### config.mk
export PLATFORM = sky130hd
export DESIGN_NAME = rf_slot_array
export DESIGN_NICKNAME = d
export VERILOG_FILES = /design/src/rtl/rf_pkg.sv /design/src/rtl/rf_rr_arb.sv /design/src/rtl/rf_slot_array.sv
export SDC_FILE = /design/constraint.sdc
export NUM_CORES = 1
export LEC_CHECK = 0
export BUFFER_PORTS_ARGS = -buffer_cell sky130_fd_sc_hd__buf_4
export CORE_ASPECT_RATIO = 0.6
export CORE_MARGIN = 5
export CORE_UTILIZATION = 52
export CTS_CLUSTER_DIAMETER = 100
export CTS_CLUSTER_SIZE = 40
export DETAILED_ROUTE_END_ITERATION = 6
export GPL_ROUTABILITY_DRIVEN = 1
export GPL_TIMING_DRIVEN = 0
export PLACE_DENSITY = 0.89
export SLEW_MARGIN = 0
export SYNTH_ARGS = -nofsm -noshare
export SYNTH_HDL_FRONTEND = slang
export SYNTH_SLANG_ARGS = --single-unit
### constraint.sdc
create_clock -name clk -period 5.85 [get_ports clk]
set_clock_uncertainty 0.1 [all_clocks]
set_input_delay 0.8775 -clock clk [delete_from_list [all_inputs] [get_ports clk]]
set_output_delay 0.8775 -clock clk [all_outputs]
set_load 0.05 [all_outputs]
### src/rtl/rf_pkg.sv
// Shared definitions for the per-core register-file slot array.
package rf_pkg;

  typedef enum logic [2:0] {
    OP_NOP    = 3'd0,
    OP_FETCH  = 3'd1,
    OP_LOCK   = 3'd2,
    OP_UNLOCK = 3'd3,
    OP_WRITE  = 3'd4,
    OP_INVAL  = 3'd5
  } rf_op_e;

  typedef struct packed {
    logic valid;
    logic retrieving;
    logic locked;
  } rf_flags_t;

  localparam int unsigned FLAG_W = $bits(rf_flags_t);

  // Packed slot layout, MSB to LSB: flags, tag, value.
  function automatic int unsigned slot_w(input int unsigned tag_w, input int unsigned val_w);
    return FLAG_W + tag_w + val_w;
  endfunction

  function automatic int unsigned tag_off(input int unsigned val_w);
    return val_w;
  endfunction

  function automatic int unsigned flags_off(input int unsigned tag_w, input int unsigned val_w);
    return tag_w + val_w;
  endfunction

endpackage

### src/rtl/rf_rr_arb.sv
// Round-robin arbiter with a registered grant that holds while stalled.
module rf_rr_arb #(
  parameter int unsigned N = 4,
  localparam int unsigned NUM_W = $clog2(N)
) (
  input  logic             clk,
  input  logic             rst,
  input  logic [N-1:0]     req,
  input  logic             ready,
  output logic             gnt_valid,
  output logic [NUM_W-1:0] gnt_num
);

  logic             valid_q, valid_d;
  logic [NUM_W-1:0] num_q, num_d;
  logic [NUM_W-1:0] ptr_q, ptr_d;
  logic [N-1:0]     avail;
  logic             hs;
  int unsigned      idx;

  always_comb begin
    hs      = valid_q & ready;
    ptr_d   = ptr_q;
    avail   = req;
    valid_d = valid_q;
    num_d   = num_q;
    idx     = 0;
    if (hs) begin
      ptr_d = (32'(num_q) == N - 1) ? '0 : num_q + 1'b1;
      avail[num_q] = 1'b0;
    end
    if (!valid_q || ready) begin
      valid_d = 1'b0;
      // Scan farthest-first so the slot nearest the pointer wins last.
      for (int unsigned k = 0; k < N; k++) begin
        idx = (32'(ptr_d) + N - 1 - k) % N;
        if (avail[NUM_W'(idx)]) begin
          valid_d = 1'b1;
          num_d   = NUM_W'(idx);
        end
      end
    end
  end

  always_ff @(posedge clk or posedge rst) begin
    if (rst) begin
      valid_q <= 1'b0;
      num_q   <= '0;
      ptr_q   <= '0;
    end else begin
      valid_q <= valid_d;
      num_q   <= num_d;
      ptr_q   <= ptr_d;
    end
  end

  assign gnt_valid = valid_q;
  assign gnt_num   = num_q;

endmodule

### src/rtl/rf_slot_array.sv
// Per-core slot array: command port, round-robin memory fetch, packed state export.
module rf_slot_array import rf_pkg::*; #(
  parameter int unsigned NCORES = 4,
  parameter int unsigned TAG_W  = 16,
  parameter int unsigned VAL_W  = 16,
  localparam int unsigned NUM_W = $clog2(NCORES),
  localparam int unsigned W     = slot_w(TAG_W, VAL_W)
) (
  input  logic                clk,
  input  logic                rst,
  input  logic                cmd_valid,
  input  logic [2:0]          cmd_op,
  input  logic [NUM_W-1:0]    cmd_num,
  input  logic [TAG_W-1:0]    cmd_tag,
  input  logic [VAL_W-1:0]    cmd_data,
  output logic                cmd_ack,
  output logic                cmd_err,
  output logic                mem_req_valid,
  input  logic                mem_req_ready,
  output logic [NUM_W-1:0]    mem_req_num,
  output logic [TAG_W-1:0]    mem_req_tag,
  input  logic                mem_rsp_valid,
  input  logic [NUM_W-1:0]    mem_rsp_num,
  input  logic [VAL_W-1:0]    mem_rsp_data,
  input  logic [NUM_W-1:0]    rd_num,
  output logic                rd_valid,
  output logic                rd_retrieving,
  output logic                rd_locked,
  output logic [TAG_W-1:0]    rd_tag,
  output logic [VAL_W-1:0]    rd_val,
  output logic [NCORES*W-1:0] rf_out
);

  logic [NCORES-1:0] v_q, v_d, r_q, r_d, l_q, l_d, iss_q, iss_d;
  logic [TAG_W-1:0]  tag_q [NCORES];
  logic [TAG_W-1:0]  tag_d [NCORES];
  logic [VAL_W-1:0]  val_q [NCORES];
  logic [VAL_W-1:0]  val_d [NCORES];
  logic              ack_q, ack_d, err_q, err_d;
  logic              arb_valid;
  logic [NUM_W-1:0]  arb_num;
  logic              hs, known, legal, apply, in_range;
  rf_op_e            op;
  logic [W-1:0]      rd_slot;

  rf_rr_arb #(.N(NCORES)) u_arb (
    .clk       (clk),
    .rst       (rst),
    .req       (r_q & ~iss_q),
    .ready     (mem_req_ready),
    .gnt_valid (arb_valid),
    .gnt_num   (arb_num)
  );

  always_comb begin
    op       = rf_op_e'(cmd_op);
    in_range = 32'(cmd_num) < NCORES;
    known    = 1'b0;
    legal    = 1'b0;
    case (op)
      OP_FETCH, OP_WRITE, OP_INVAL: begin
        known = 1'b1;
        legal = in_range && !l_q[cmd_num] && !r_q[cmd_num];
      end
      OP_LOCK, OP_UNLOCK: begin
        known = 1'b1;
        legal = in_range;
      end
      default: ;
    endcase
    apply = cmd_valid && known && legal;
    ack_d = apply;
    err_d = cmd_valid && known && !legal;
    hs    = arb_valid && mem_req_ready;

    v_d   = v_q;
    r_d   = r_q;
    l_d   = l_q;
    iss_d = iss_q;
    tag_d = tag_q;
    val_d = val_q;
    // Legality used pre-cycle state, so a slot taking a response can only see LOCK/UNLOCK.
    for (int unsigned i = 0; i < NCORES; i++) begin
      if (mem_rsp_valid && mem_rsp_num == NUM_W'(i) && r_q[i] && iss_q[i]) begin
        val_d[i] = mem_rsp_data;
        v_d[i]   = 1'b1;
        r_d[i]   = 1'b0;
        iss_d[i] = 1'b0;
      end
      if (hs && arb_num == NUM_W'(i)) iss_d[i] = 1'b1;
      if (apply && cmd_num == NUM_W'(i)) begin
        case (op)
          OP_FETCH: begin
            tag_d[i] = cmd_tag;
            v_d[i]   = 1'b0;
            r_d[i]   = 1'b1;
            iss_d[i] = 1'b0;
          end
          OP_LOCK:   l_d[i] = 1'b1;
          OP_UNLOCK: l_d[i] = 1'b0;
          OP_WRITE: begin
            tag_d[i] = cmd_tag;
            val_d[i] = cmd_data;
            v_d[i]   = 1'b1;
          end
          OP_INVAL:  v_d[i] = 1'b0;
          default: ;
        endcase
      end
    end
  end

  always_ff @(posedge clk or posedge rst) begin
    if (rst) begin
      v_q   <= '0;
      r_q   <= '0;
      l_q   <= '0;
      iss_q <= '0;
      ack_q <= 1'b0;
      err_q <= 1'b0;
      for (int unsigned i = 0; i < NCORES; i++) begin
        tag_q[i] <= '0;
        val_q[i] <= '0;
      end
    end else begin
      v_q   <= v_d;
      r_q   <= r_d;
      l_q   <= l_d;
      iss_q <= iss_d;
      ack_q <= ack_d;
      err_q <= err_d;
      tag_q <= tag_d;
      val_q <= val_d;
    end
  end

  always_comb begin
    rf_out  = '0;
    rd_slot = '0;
    for (int unsigned i = 0; i < NCORES; i++) begin
      rf_out[i*W +: W] = {v_q[i], r_q[i], l_q[i], tag_q[i], val_q[i]};
    end
    for (int unsigned i = 0; i < NCORES; i++) begin
      if (rd_num == NUM_W'(i)) rd_slot = rf_out[i*W +: W];
    end
  end

  assign rd_valid      = rd_slot[W-1];
  assign rd_retrieving = rd_slot[W-2];
  assign rd_locked     = rd_slot[W-3];
  assign rd_tag        = rd_slot[tag_off(VAL_W) +: TAG_W];
  assign rd_val        = rd_slot[VAL_W-1:0];

  assign cmd_ack       = ack_q;
  assign cmd_err       = err_q;
  assign mem_req_valid = arb_valid;
  assign mem_req_num   = arb_num;
  // A FETCHING, un-issued slot rejects every tag-changing command, so the held tag is stable.
  assign mem_req_tag   = tag_q[arb_num];

endmodule

[Yosys cells after proc, flatten, opt, wreduce, memory -nomap -nowiden]
Cells that the tools add are included.
Cells by class
  $add $sub $neg: 6
  order comparisons: 8
  equality and inequality tests: 17
  multiplexer cells: 87
  bitwise logic cells: 6
  reductions and logical operators: 51
Operator list (number)
  $mux W16: 14
  $mux W35: 4
  $mux W1: 48
  $bmux W16 S2: 1
  $logic_and A1 B1 Y1: 26
  $lt A2 B3 Y1 const B: 6
  $reduce_and A2 Y1: 9
  $eq A2 B2 Y1 const B: 8
  $bmux W1 S2: 6
  $mux W2: 6
  $pmux W1 S2: 6
  $and A4 B4 Y4: 2
  $eq A2 B1 Y1 const B: 4
  $logic_not A2 Y1: 4
  $not A4 Y4: 2
  $eq A3 B2 Y1 const B: 2
  $eq A3 B3 Y1 const B: 2
  $reduce_or A2 Y1: 3
  $reduce_or A5 Y1: 1
  $add A2 B1 Y2 const B: 2
  $logic_not A1 Y1: 4
  $mux W4: 1
  $reduce_bool A4 Y1: 1
  $sub A2 B1 Y2 const B: 2
  10 further kinds: 11
Storage, ports and cells
  register bits after elaboration: 151
  bits of input ports: 62
  logic and storage cells: 195

[Logic depth before layout (Yosys ltp)]
  depth in word-level cells: 13
  mapped depth: 12

[Modules after synthesis]
A second synthesis with hierarchy kept.
Second synthesis, totals
  cells, all modules: 720
  area, all modules: 8245.4 µm²
Modules (own cells, without submodules)
  rf_slot_array: instances 1, cells each 678, area an instance 7863.8 µm², seq. area each 3653.5 µm²
  rf_rr_arb: instances 1, cells each 42, area an instance 381.6 µm², seq. area each 125.1 µm²

[Worst setup path after synthesis]
No wires, ideal clock.
  kind: register to register
  start: reg u_arb.num_q[0] (netlist: u_arb.gnt_num[0])
  end: reg u_arb.num_q[1] (netlist: u_arb.gnt_num[1])
  setup time: 0.125 ns
  data arrival time: 3.601 ns
  required time: 5.625 ns
  slack: 2.024 ns
  stages on the path, launching flop included: 11
  path buffers: 2
  cell sequence: dfrtp_1 -> buf_2 -> buf_1 -> inv_1 -> ha_1 -> and3_1 -> nor2_1 -> xnor2_1 -> mux4_2 -> o31a_1 -> mux2_4
Between the ends
  longest elaborated chain between the ends: 12
RTL lines
  from (decl): RTL line rf_rr_arb.sv:15  | logic [NUM_W-1:0] num_q, num_d;
  from (signal assigned): RTL line rf_rr_arb.sv:52  | num_q <= num_d;
  parallel branches: the longest is 12 deep, another holds $add A2 B1 Y2
Several ways; the timed one is not identified. The select of a mux whose other input is x is not followed.
A chain may end at the register's enable or synchronous reset.

[Worst setup path in the final report]
  start: in rd_num[0]
  end: out rd_val[7]
Between the ends
  longest elaborated chain between the ends: 5
RTL lines
  from (decl): RTL line rf_slot_array.sv:25  | input logic [NUM_W-1:0] rd_num,
  $logic_not A2 Y1: RTL line rf_slot_array.sv:144  | if (rd_num == NUM_W'(i)) rd_slot = rf_out[i*W +: W];
  $mux W35 (3 in series): RTL line rf_slot_array.sv:144
  $mux W35 (*): RTL line rf_slot_array.sv:144
  to (decl): RTL line rf_slot_array.sv:30  | output logic [VAL_W-1:0] rd_val,
Mark *: on every way between the ends. The rest lies on a longest branch, timed or not.

==> impl_metrics.env <==
export IMPL_worst_slack_ns=1.247
export IMPL_rows=36
export IMPL_place_congestion=0.9627
export IMPL_cts_sinks=151
export IMPL_clock_path_buffers=2
export IMPL_period_needed_ns=4.603
export IMPL_ant_nets=0
export IMPL_clk_pin_slew_worst_paths_ns=0.07
export IMPL_wl_mm=25.52
export IMPL_grt_max_degree=95
export IMPL_finalMaxSlewViolations=0
export IMPL_syn_avg_cell_area_sq_um=14.14
export IMPL_fin_crit_sh=0.7869
export IMPL_drc=0
export IMPL_arrival_ns=3.63
export IMPL_setup_viol=0
export IMPL_synth_common_cells="mux2_2, dfrtp_1, mux4_2"
export IMPL_postCtsHoldBufs=0
export IMPL_synth_most_common_cell="mux2_2"
export IMPL_drive_above_1_share=0.6163
export IMPL_slew_headroom=0.3148
export IMPL_cts_setup_buffers=0
export IMPL_path_max_fanout=10
export IMPL_grt_pass1_vias=6892
export IMPL_rsz0062_at_grt="no"
export IMPL_drt_iter0_drc=354
export IMPL_cp_required_ns=4.87
export IMPL_power_mw=7.112
export IMPL_tightest_slew_ns=1.028
export IMPL_synth_cells=594
export IMPL_yosysUniqueCellTypes=61
export IMPL_netlist_area_sq_mm=0.008398
export IMPL_synth_seq_cells=151
export IMPL_seq_area_frac_synth=0.4499
export IMPL_io_buffers=254
export IMPL_dp_worst_setup_slack_ns=1.200
export IMPL_io_pins=258
export IMPL_grt_pass1_wl_mm=39.43
export IMPL_synth_edf_count=0
export IMPL_vias_per_cell=6.039
export IMPL_max_vdd_ir_drop_mv=0.4710
export IMPL_hold_viol_final=0
export IMPL_critical_path_class="input port to output pin"
export IMPL_yosys_area_top_type="dfrtp_1"
export IMPL_via_count=6583
export IMPL_n_antenna_cell=0
export IMPL_synth_top_flop_cell="dfrtp_1"
export IMPL_p_leak_nw=5.353
export IMPL_core_sq_mm=0.01604
export IMPL_nNetsFinal=935
export IMPL_antenna_found_initial=0
export IMPL_gr_total_overflow=0
export IMPL_syn2layout_area_growth_pct=33.28
export IMPL_crit_path_start_kind="input port"
export IMPL_die_w_um=174.1
export IMPL_die_area_sq_mm=0.01888
export IMPL_fmax_mhz=217.2
export IMPL_hp_class="input port to asynchronous set/reset pin"
export IMPL_setup_tns_final_ns=0
export IMPL_dp_hpwl_mm=19.13
export IMPL_synth_area_top_cells="dfrtp_1, mux2_2, mux4_2"
export IMPL_cts_root_buf="clkbuf_16"
export IMPL_status="finished clean"
export IMPL_syn_num_nets=661
export IMPL_pwr_density_cell_mw_per_mm2=635.3
export IMPL_multi_input_area_sq_mm=0.004420
export IMPL_dr_pass1_iters=5
export IMPL_n_fill_cell=1125
export IMPL_cts_repair_resized=0
export IMPL_synth_top_cell_area_share=0.4499
export IMPL_start_util=0.5237
export IMPL_ff_latch_area_sq_mm=0.003779
export IMPL_cts_tree="done"
export IMPL_end_kind="output pin"
export IMPL_wl_per_cell_um=23.41
export IMPL_cts_buffers=17
export IMPL_grtUsageTotal=0.2689
export IMPL_cts_max_level=4
export IMPL_die_h_um=108.4
export IMPL_async_flop_share=1.000
export IMPL_yosysWarnings=0
export IMPL_drv_cap=0
export IMPL_insertion_delay_ns=0.41
[layout make-up]
| cell class | instances | area share |
|---|---|---|
| multi-input cells | 399 | 0.3949 |
| flip-flops and latches | 151 | 0.3376 |
| repair buffers | 255 | 0.1728 |
| clock buffers | 18 | 0.03834 |
| well taps | 209 | 0.02336 |
| clock inverters | 14 | 0.01476 |
| plain buffers | 31 | 0.01341 |
| inverters | 13 | 0.004807 |
[final timing paths]
path	cells after the start	slack, ns	start	end
worst max-delay path	5	1.25	rd_num[0]	rd_val[7]
worst min-delay path	2	0.41	rst	rf_out[61]$_DFFE_PP0P_
worst max register to register	10	1.54	u_arb.gnt_num[1]$_DFFE_PP0P_	u_arb.gnt_num[1]$_DFFE_PP0P_
worst min register to register	2	0.45	iss_q[0]$_DFF_PP0_	iss_q[0]$_DFF_PP0_
max in group asynchronous	3	4.39	rst	rf_out[70]$_DFF_PP0_
min in group clk	2	0.45	iss_q[0]$_DFF_PP0_	iss_q[0]$_DFF_PP0_
[critical path, cell delays in order]
cell and delay (ns):
clkbuf_1 0.59, buf_1 0.76, clkbuf_1 0.74, mux4_2 0.43
buf_4 0.21
[kinds of logic after synthesis]
logic type | share of synthesized area
muxes | 0.4038
xor gates and xnor gates | 0.001043
AOI/OAI and AO/OA | 0.05125
buffers and inverters | 0.02369
adders and majority gates | 0.007449
and+or+nand+nor | 0.06287
DFF | 0.4499
[cells in the final DEF (no fill, tap or decap), types with 6 or more instances in the layout]
cell type and instances:
clkbuf_1 13, mux2_1 17, nor2_1 22, nor2b_1 7, inv_6 6, nand2b_1 11
dfrtp_1 151, inv_1 11, o21ai_0 7, mux2_2 175, clkbuf_16 17, mux4_2 53
nand2_1 9, buf_2 9, buf_4 260, a21oi_1 6
[registers in the layout, indices dropped and copies added, names as in the netlist]
name	cells
u_arb.gnt_num	2
l_q	4
u_arb.ptr_q	2
rf_out	128
r_q	4
u_arb.gnt_valid	1
cmd_ack	1
cmd_err	1
iss_q	4
v_q	4
[metal layers]
metal  vias up  GRT usage  routed length (um)
met5         -          0                   0
met4         0    0.05534                 357
met3        31    0.06499                1669
met2       273     0.4203               11800
met1      3428     0.3883               11700
li1       2851          -                   -
[power by group]
group	total, mW	switching, mW	internal (mW)
clock	1.12	0.474	0.643
combinational	4.21	2.69	1.51
sequential	1.79	0.372	1.42
[per-stage QoR]
| stage | instances | area (sq um) | util | hold WS [ns] |
|---|---|---|---|---|
| floorplan | 594 | 8398 | - | 0.3955 |
| global placement | 1057 | 10570 | 0.6589 | 0.4244 |
| finish | 1090 | 11190 | 0.6980 | 0.4145 |
| detailed placement | 1058 | 10600 | 0.6610 | 0.4270 |
| global route | 1090 | 11190 | 0.6980 | 0.4657 |
| CTS | 1090 | 11190 | 0.6980 | 0.4334 |
No activity file was read; power rests on OpenSTA's default activity.
